--- src/rtl/dcache_snoop_responder_pkg.sv ---
// Shared cache types: word and address-split views plus the snoop
// responder state encoding.
package dcache_snoop_responder_pkg;

  typedef logic [31:0] word_t;

  // Byte address split for the 8-set, 2-word-block dcache.
  typedef struct packed {
    logic [25:0] tag;
    logic [2:0]  idx;
    logic        blkoff;
    logic [1:0]  bytoff;
  } dcachef_t;

  // Snoop responder states (fixed encodings kept for legacy visibility).
  typedef logic [2:0] snoop_state_t;
  localparam snoop_state_t IDLE   = 3'd0;
  localparam snoop_state_t LOOKUP = 3'd1;
  localparam snoop_state_t FLUSH0 = 3'd2;
  localparam snoop_state_t FLUSH1 = 3'd3;
  localparam snoop_state_t UPDATE = 3'd4;
  localparam snoop_state_t DONE   = 3'd5;

  // Word address of one half of the block containing addr.
  function automatic word_t flush_addr(input word_t addr, input logic blkoff);
    dcachef_t f;
    f        = dcachef_t'(addr);
    f.blkoff = blkoff;
    f.bytoff = '0;
    return word_t'(f);
  endfunction

endpackage

--- src/rtl/dcache_snoop_responder.sv ---
// Snoop responder inside each dcache: looks up a controller snoop in the
// 2-way tag/state arrays, flushes a dirty block over the dcache data port,
// then downgrades or invalidates the frame.
module dcache_snoop_responder
  import dcache_snoop_responder_pkg::*;
#(
  parameter int TAG_W = 26,
  parameter int IDX_W = 3
) (
  input  logic             CLK,
  input  logic             nRST,
  input  logic             ccwait,
  input  logic             ccinv,
  input  logic [31:0]      ccsnoopaddr,
  input  logic             dwait,
  input  logic [TAG_W-1:0] tag0,
  input  logic [TAG_W-1:0] tag1,
  input  logic [1:0]       valid,
  input  logic [1:0]       dirty,
  input  logic [31:0]      blk_word0,
  input  logic [31:0]      blk_word1,
  output logic [IDX_W-1:0] snoop_idx,
  output logic             snoop_way,
  output logic             ccwrite,
  output logic             snoop_active,
  output logic             dWEN,
  output logic [31:0]      daddr,
  output logic [31:0]      dstore,
  output logic             clr_dirty,
  output logic             clr_valid,
  output logic             snoop_done
);

  // Index field starts above the block and byte offsets.
  localparam int IDX_LSB = 3;

  snoop_state_t state, state_n;
  word_t        addr_q;
  logic         inv_q;
  logic         way_q;
  logic         dirty_q;

  logic         hit0, hit1, hit, hit_way, hit_dirty;

  // Tag compare against the latched snoop address; way 0 wins a double hit.
  always_comb begin
    hit0      = valid[0] && (tag0 == addr_q[31 -: TAG_W]);
    hit1      = valid[1] && (tag1 == addr_q[31 -: TAG_W]);
    hit       = hit0 || hit1;
    hit_way   = !hit0 && hit1;
    hit_dirty = hit && dirty[hit_way];
  end

  // State, latched snoop request and the looked-up way/dirty status.
  always_ff @(posedge CLK or negedge nRST) begin
    if (!nRST) begin
      state   <= IDLE;
      addr_q  <= '0;
      inv_q   <= 1'b0;
      way_q   <= 1'b0;
      dirty_q <= 1'b0;
    end else begin
      state <= state_n;
      if (state == IDLE && ccwait) begin
        addr_q <= ccsnoopaddr;
        inv_q  <= ccinv;
      end
      if (state == LOOKUP) begin
        way_q   <= hit_way;
        dirty_q <= hit_dirty;
      end
    end
  end

  // Next-state sequencing of a snoop response.
  always_comb begin
    state_n = state;
    unique case (state)
      IDLE:    if (ccwait) state_n = LOOKUP;
      LOOKUP: begin
        if (hit_dirty)      state_n = FLUSH0;
        else if (hit && inv_q) state_n = UPDATE;
        else                state_n = DONE;
      end
      FLUSH0:  if (!dwait) state_n = FLUSH1;
      FLUSH1:  if (!dwait) state_n = UPDATE;
      UPDATE:  state_n = DONE;
      DONE:    if (!ccwait) state_n = IDLE;
      default: state_n = IDLE;
    endcase
  end

  // Output decode; the port path is driven only while flushing.
  always_comb begin
    snoop_active = (state == LOOKUP) || (state == FLUSH0) ||
                   (state == FLUSH1) || (state == UPDATE);
    ccwrite      = ((state == LOOKUP) && hit_dirty) ||
                   (state == FLUSH0) || (state == FLUSH1);
    dWEN         = (state == FLUSH0) || (state == FLUSH1);
    daddr        = '0;
    dstore       = '0;
    if (state == FLUSH0) begin
      daddr  = flush_addr(addr_q, 1'b0);
      dstore = blk_word0;
    end else if (state == FLUSH1) begin
      daddr  = flush_addr(addr_q, 1'b1);
      dstore = blk_word1;
    end
    clr_dirty  = (state == UPDATE) && dirty_q;
    clr_valid  = (state == UPDATE) && inv_q;
    snoop_done = (state == DONE);
    snoop_way  = (state == LOOKUP) ? hit_way : way_q;
    snoop_idx  = addr_q[IDX_LSB +: IDX_W];
  end

  // Both ways matching the same tag means the arrays are corrupt.
  a_single_hit : assert property (@(posedge CLK) disable iff (!nRST)
    (state == LOOKUP) |-> !(hit0 && hit1))
    else $error("snoop responder: both ways hit");

  // The controller must hold ccwait until the response completes.
  a_ccwait_held : assert property (@(posedge CLK) disable iff (!nRST)
    (state == LOOKUP || state == FLUSH0 || state == FLUSH1 || state == UPDATE)
      |-> ccwait)
    else $error("snoop responder: ccwait dropped before snoop_done");

endmodule

--- config.mk ---
export PLATFORM = sky130hd
export DESIGN_NAME = dcache_snoop_responder
export DESIGN_NICKNAME = d
export VERILOG_FILES = /design/src/rtl/dcache_snoop_responder_pkg.sv /design/src/rtl/dcache_snoop_responder.sv
export SDC_FILE = /design/constraint.sdc
export NUM_CORES = 1
export LEC_CHECK = 0
export CORE_AREA = 2 2 95 97
export DETAILED_ROUTE_END_ITERATION = 16
export DIE_AREA = 0 0 97 99
export PLACE_DENSITY = 0.8
export SKIP_CTS_REPAIR_TIMING = 1
export SLEW_MARGIN = 0
export SYNTH_ARGS = -nofsm -noshare
export SYNTH_HDL_FRONTEND = slang
export SYNTH_SLANG_ARGS = --single-unit
--- constraint.sdc ---
create_clock -name CLK -period 2.2 [get_ports CLK]
set_input_delay 0.33 -clock CLK [delete_from_list [all_inputs] [get_ports CLK]]
set_output_delay 0.33 -clock CLK [all_outputs]
set_load 0.05 [all_outputs]
* Yosys cells after proc, flatten, opt, wreduce, memory -nomap -nowiden
Index checks and enable logic that the tools add are counted.
** Storage, ports and cells
- Register bits after elaboration :: 38
- Input port bits :: 157
- Output and inout port bits :: 74
- Word-level logic and storage cells :: 50
** Cells by class
- $lt $le $gt $ge :: 1
- Eq/ne operators :: 11
- Mux-type cells :: 14
- Reductions and logical operators :: 19
** Operators with widths (number)
- 32-bit 2-to-1 mux :: 4
- 26-bit == test :: 2
- 3-bit one-hot mux with 6 select lines :: 1
- 3-bit 2-to-1 mux :: 5
- 1-bit logical AND :: 9
- 2-bit != test (second input constant) :: 4
- 1-bit logical OR :: 7
- 3-bit by 2-bit == test with 1-bit output (second input constant) :: 2
- 3-bit == test (second input constant) :: 2
- 1-bit 2-to-1 mux :: 4
- 4-bit AND reduction :: 1
- 3-bit by 1-bit == test with 1-bit output (second input constant) :: 1
- 3-bit zero test :: 1
- 1-bit by 2-bit less-than comparator with 1-bit output (second input constant) :: 1
- 1-bit zero test :: 1

* Logic depth before layout (Yosys ltp)
Gate-level depths: netlist of the first run.
- Word-level depth :: 10
- Mapped depth :: 6
- Mapped depth without buffers :: 6

* Least setup slack after synthesis of the first run
OpenSTA, ideal clock, no wires.
- Path kind :: register to output
- Start point :: reg addr_q[29]
- End point :: out ccwrite
- Arrival :: 2.636 ns
- Required time :: 1.870 ns
- Setup slack :: -0.766 ns
- Stages on the path, launching flop included :: 7
- Cells stage by stage :: dfrtp_1 xnor2_1 nand4_1 or4_4 a211oi_2 a22oi_2 o21ai_0
** Between the ends
- Cells in the longest elaborated chain, start to end :: 10
** RTL lines
- start, declared :: RTL line dcache_snoop_responder.sv:38 : word_t addr_q;
- start signal, assigned :: RTL line dcache_snoop_responder.sv:65 : addr_q <= ccsnoopaddr;
- 26-bit == test :: RTL line dcache_snoop_responder.sv:47 : hit0 = valid[0] && (tag0 == addr_q[31 -: TAG_W]);
- 1-bit logical AND :: RTL line dcache_snoop_responder.sv:47
- 1-bit zero test :: RTL line dcache_snoop_responder.sv:50 : hit_way = !hit0 && hit1;
- 1-bit logical AND :: RTL line dcache_snoop_responder.sv:50
- 1-bit 2-to-1 mux (implied by the code) (2 in a row) :: RTL line dcache_snoop_responder.sv:51 : hit_dirty = hit && dirty[hit_way];
- 1-bit logical AND * :: RTL line dcache_snoop_responder.sv:51
- 1-bit logical AND * :: RTL line dcache_snoop_responder.sv:97 : ccwrite = ((state == LOOKUP) && hit_dirty) ||
- 1-bit logical OR * :: RTL line dcache_snoop_responder.sv:97
- 1-bit logical OR * :: RTL line dcache_snoop_responder.sv:98 : (state == FLUSH0) || (state == FLUSH1);
- end, declared :: RTL line dcache_snoop_responder.sv:24 : output logic ccwrite,
Mark *: on every way between the ends. The rest lies on a longest branch, timed or not. The select of a mux whose other input is x is not followed.

* Worst setup path in the final report of the first run
- Start point :: reg addr_q[31]
- End point :: out ccwrite
Same word-level chain as after synthesis.

==> out/results.tsv, run 1 <==
stage	metric	value	unit
timing	min_period_over_period	117	%
timing	fin_ws	-0.378	ns
global_route	grt_overflow_total	0	
synthesis	synth-edff-count	0	
power	power_leakage	0.00250	uW
clock_network	cts.sink_count	35	
global_route	grt_antenna_before_repair	0	
status	status	finished, violations left	
die	core	0.00855	sq mm
route	drt_first_pass_iters	4	
route	drt_iter0_markers	54	
route	vias_per_cell	4.67	
timing	worst_pin_slew	0.517	ns
global_route	grt_pass1_wl	16800	microns
setup_path	critPathMaxStageDelay	0.57	ns
setup_path	crit_type	register to output port	
layout	drive_gt1_share	30.7	%
layout	area_delta_synth_final	99.7	%
power	power_per_cell_area	771	mW/mm^2
setup_path	cp_slowest_cell	or4_4	
global_route	grt_max_degree	36	
synthesis	postSynthCellCount	287	
power	ir_drop	442	uV
setup_path	crit_chain	xnor2_2 -> nand4_1 -> or4_4 -> a211oi_4 -> a22oi_2 -> o21ai_4 -> buf_12	
synthesis	synth.area.top_cells	dfrtp_1 32%, xnor2_1 14%, mux2_2 12%	
die	die_width	97	microns
clock_network	clockBufferDepth	2	
route	drt_drc_violations_left	0	
clock_network	cts.clk_slew.worst_paths	0.08	ns
synthesis	synth_warnings	0	
timing	min_period	2.58	ns
setup_path	cp.required	1.87	ns
timing	final.setup.tns	-0.679	ns
timing	max_clock_freq	388	MHz
timing	hold_viol	0	
clock_network	clk_latency	0.29	ns
route	top_layer_used	met4	
die	rows	34	
setup_path	endpoint_kind	output port	
route	wl_per_cell	17.2	microns
global_route	first_global_vias	3145	
global_route	track_usage	22.2	%
die	die-area	0.00960	sq mm
synthesis	yosysTopAreaCell	dfrtp_1	
place	io_buffer_count	225	
route	wl	10900	microns
synthesis	postSynthAreaPerCell	9.55	sq um
layout	seq_area	880	sq um
timing	drv_slew	0	
timing	fin_skew	0.00896	ns
clock_network	clockRootBuffer	clkbuf_8	
synthesis	synthFlopType	dfrtp_1	
setup_path	cp_max_fo	2	
synthesis	ys_seq_area_share	32.0	%
layout	num_antenna_cells	0	
timing	setup_viol	2	
setup_path	critPathArrivalTime	2.25	ns
flow_run	cap_violations	0	
layout	fin_cells	636	
synthesis	async_flop_share	100	%
place	hpwlAfterDp	9110	microns
synthesis	syn-cell-area	0.00274	sq mm
clock_network	cts_buffers	5	
hold_path	hp-class	input pin to asynchronous set/reset pin	
layout	nNetsFinal	684	
route	met3RoutedLength	854	microns
route	wl_met2	5860	microns
timing	rsz0062_at_grt	true	
clock_network	h-tree-depth	2	
place	placed_cells	627	
die	start_util	32.0	%
place	routabilityCongestion	0.836	
route	ant_nets	0	
clock_network	cts_tree	built	
route	m1WireLength	4000	microns
die	pin_count	231	
synthesis	synth_top_area_share	32.0	%
status	violations	negative setup slack	
route	vias	2968	
setup_path	crit_path_start_kind	register	
synthesis	synth_cell_types	34	
timing	slew_headroom	65.4	%
synthesis	ys_seq_elements	35	
layout	multi_input_area	0.00187	sq mm
layout	fill_cells	702	
die	die_h	99	microns
[synth_stat cells (3+ instances only)]
master and n:
a21oi_1 4, nand2_1 3, mux2_2 30, nand4_1 10, dfrtp_1 35, xor2_1 11
mux2i_1 32, and2_1 29, nor4_1 4, xnor2_1 43, nor3_1 3, and3_1 3
clkbuf_1 13, inv_1 3, buf_4 5, nor2_1 37
[worst max-delay path: cells and delay by family (launching register included)]
family	cells	cell delay, ns
simple gates	2	0.70
xor+xnor	1	0.20
flops	1	0.42
buf+inv	1	0.15
compound gates	3	0.48
[routing by layer]
layer / up-vias / track usage, %
li1: 1452 / -
met1: 1350 / 23.9
met2: 152 / 41.9
met3: 14 / 6.81
met4: 0 / 6.50
met5: - / 0
[cells in the final DEF, fill, tap and decap left out, types with 4 or more instances in the layout]
cell             Yosys  routed
clkdlybuf4s50_1      0     144
buf_4                5      80
xnor2_1             43      38
mux2i_1             32      32
dfrtp_1             35      32
mux2_2              30      30
and2_1              29      28
nor2_1              37      28
buf_12               0      15
xor2_1              11      11
dlymetal6s2s_1       0      11
nand4_1             10      10
nor2_2               0       9
xnor2_2              0       5
clkbuf_8             0       5
a21oi_1              4       4
[logic make-up after synthesis]
group	Yosys count	share of synthesized area, %
buffers and inverters	23	3.93
muxes	62	24.0
AOI/OAI and AO/OA	15	4.11
DFF	35	32.0
other	1	0.137
xor gates and xnor gates	54	17.3
and+or+nand+nor	97	18.6
[flip-flops by register name, summed over array words and instances, names as in the netlist]
| register | cells |
|---|---|
| addr_q | 29 |
| inv_q | 1 |
| way_q | 1 |
| dirty_q | 1 |
| state | 3 |
[area by class of cell]
class,count,share of cell area [%]
inverter,3,0.206
multi-input combinational,230,34.2
clock buffer,7,1.39
clock inverter,1,0.0914
sequential,35,16.1
tap,108,2.47
timing repair buffer,252,45.6
[stage by stage]
step                      utilization, %  hold slack, ns  total power [uW]  instance area [sq um]  setup slack [ns]
after floorplan                        -          0.0344              2700                   2780           -0.0361
after global placement              61.8           0.404              3630                   5280            -0.464
after detailed placement            61.8           0.413              3700                   5280            -0.481
after CTS                           62.7          0.0990              4180                   5360            -0.487
after global routing                64.0           0.117              4490                   5470            -0.444
final                               64.0          0.0803              4220                   5470            -0.378
[power by group]
part | leakage [uW] | total [uW] | switching [uW] | internal, uW
combinational | 0.00204 | 2450 | 1050 | 1400
clock | 0.0000422 | 466 | 243 | 223
sequential | 0.000419 | 1300 | 347 | 954
[final timing paths]
| check | from | slack, ns | endpoint | depth (start not counted) |
|---|---|---|---|---|
| max | addr_q[31] | -0.38 | ccwrite | 7 |
| min | nRST | 0.08 | addr_q[21] | 2 |
| max reg2reg | addr_q[31] | 0.05 | state[2] | 7 |
| min reg2reg | way_q | 0.50 | way_q | 2 |
| max in group asynchronous | nRST | 1.74 | addr_q[11] | 2 |
| min in group CLK | way_q | 0.50 | way_q | 2 |
Power figures use the tool's default switching activity.
==> inputs of run 2 (changes only) <==
--- a/config.mk
+++ b/config.mk
@@ -5,10 +5,12 @@
 export SDC_FILE = /design/constraint.sdc
 export NUM_CORES = 1
 export LEC_CHECK = 0
-export CORE_AREA = 2 2 95 97
+export CELL_PAD_IN_SITES_DETAIL_PLACEMENT = 2
+export CELL_PAD_IN_SITES_GLOBAL_PLACEMENT = 2
+export CORE_AREA = 2 2 130 132
 export DETAILED_ROUTE_END_ITERATION = 16
-export DIE_AREA = 0 0 97 99
-export PLACE_DENSITY = 0.8
+export DIE_AREA = 0 0 132 134
+export PLACE_DENSITY_LB_ADDON = 0.1
 export SKIP_CTS_REPAIR_TIMING = 1
 export SLEW_MARGIN = 0
 export SYNTH_ARGS = -nofsm -noshare
==> out/results.tsv, run 2 (synthesis gave the netlist of run 1 again) <==
stage	metric	value	unit
status	status	finished, violations left	
status	violations	negative setup slack	
hold_path	hp-class	input pin to asynchronous set/reset pin	
timing	min_period_over_period	121	%
setup_path	cp_max_fo	2	
timing	min_period	2.65	ns
setup_path	critPathArrivalTime	2.32	ns
power	ir_drop	591	uV
die	rows	47	
setup_path	reg2reg_setup_slack	0.02	ns
clock_network	cts.clk_slew.worst_paths	0.06	ns
global_route	use_met2	25.7	%
power	power_frac_clock	16.7	%
die	pin_count	231	
route	wl_per_cell	17.6	microns
layout	final_cell_mix	153 x clkdlybuf4s50_1, 60 x buf_4, 42 x xnor2_1	
timing	worst_pin_slew	0.504	ns
layout	fin_cells	755	
flow_run	cap_violations	0	
global_route	groute.layer.met1.usage	18.4	%
global_route	grt_pass1_wl	20900	microns
power	power_per_cell_area	764	mW/mm^2
place	placed_cells	744	
place	io_buffer_count	225	
timing	max_clock_freq	377	MHz
global_route	grt_max_degree	35	
timing	hold_viol	0	
setup_path	cp.required	1.87	ns
setup_path	crit_type	input pin to output port	
power	power_leakage	0.00253	uW
route	vias_per_cell	4.05	
clock_network	cts_tree	built	
global_route	track_usage	15.2	%
power	pwr-share-seq	27.8	%
die	start_util	16.8	%
clock_network	clockRootBuffer	clkbuf_16	
timing	slew_headroom	66.3	%
die	die_width	132	microns
clock_network	h-tree-depth	2	
route	ant_nets	0	
timing	final.setup.tns	-0.836	ns
place	hpwlAfterDp	11000	microns
layout	largest_register_ffs	29	
die	die_h	134	microns
route	drt_iter0_markers	63	
route	wl	13300	microns
power	p_int	2870	uW
power	total_power	4570	uW
global_route	grt_overflow_total	0	
global_route	grt_most_used_layer	met2	
clock_network	cts.sink_count	35	
power	switching_share	37.2	%
place	routabilityCongestion	0.789	
global_route	first_global_vias	3438	
clock_network	cts_buffers	5	
route	drt_first_pass_iters	3	
die	die-area	0.0177	sq mm
route	vias	3060	
layout	reg.largest.list	addr_q (29), state (3)	
clock_network	clockBufferDepth	2	
die	core	0.0163	sq mm
timing	drv_slew	0	
timing	rsz0062_at_grt	true	
clock_network	clk_latency	0.28	ns
setup_path	crit_path_start_kind	input pin	
timing	fin_skew	0.00480	ns
layout	area_delta_synth_final	118	%
global_route	grtUsageMet3	6.20	%
layout	top_register	addr_q	
timing	holdWs	0.489	ns
timing	setup_viol	3	
setup_path	endpoint_kind	output port	
power	p_switching	1700	uW
layout	final_common_cell	clkdlybuf4s50_1	
timing	fin_ws	-0.454	ns
layout	nNetsFinal	690	
layout	drive_gt1_share	30.0	%
layout	utilization	36.8	%
global_route	grt_antenna_before_repair	1	
power	share_comb_of_total_power	55.5	%
route	drt_drc_violations_left	0	
[run 2: cell types whose count changed in the layout (fill, tap and decap cells not counted), sizes merged]
cell and change:
clkbuf +1, buf +5, dlygate4sd3 +1, clkdlybuf4s50 +9
diode +1, dlymetal6s2s -9, clkinv -1
[run 2: final cells by class]
cell class,count,area [sq um]
flip-flops and latches,35,877
clock buffers,8,156
repair buffers,258,2830
fillers,1801,10300
diodes,1,2.50
multi-input cells,230,1830
inverters,3,11.3
well taps,220,275
[run 2: critical path: stages]
cell and delay (ns):
clkdlybuf4s50_1 0.47, xnor2_1 0.13, nand4_1 0.16, or4_4 0.58, a211oi_4 0.19, a22oi_2 0.12, o21ai_4 0.18, buf_12 0.15
[run 2: metal layers]
layer  part of all wire [%]  vias up
li1                       -     1464
met1                     42     1426
met2                     47      163
met3                     11        7
met4                   0.73        0
met5                      0        -
[run 2: worst paths after layout]
path | from | endpoint | depth (start not counted)
max | tag1[4] | ccwrite | 8
min | nRST | addr_q[21] | 2
max reg2reg | addr_q[10] | state[2] | 7
min reg2reg | addr_q[5] | addr_q[5] | 1
max in group asynchronous | nRST | addr_q[18] | 3
min in group CLK | addr_q[5] | addr_q[5] | 1
[run 2: power groups by stage]
stage	clock network [uW]	registers, uW	logic [uW]
final	766	1270	2540
after global routing	828	1340	2780
after CTS	794	1290	2580
after detailed placement	0	1300	2560
after global placement	0	1280	2520
after floorplan	0	1240	1460
[run 2: metrics by stage]
step | cell area, sq um | worst slack, ns
floorplan | 2780 | -0.0361
finish | 5990 | -0.454
global placement | 5770 | -0.684
CTS | 5930 | -0.686
detailed placement | 5770 | -0.686
global route | 5980 | -0.547
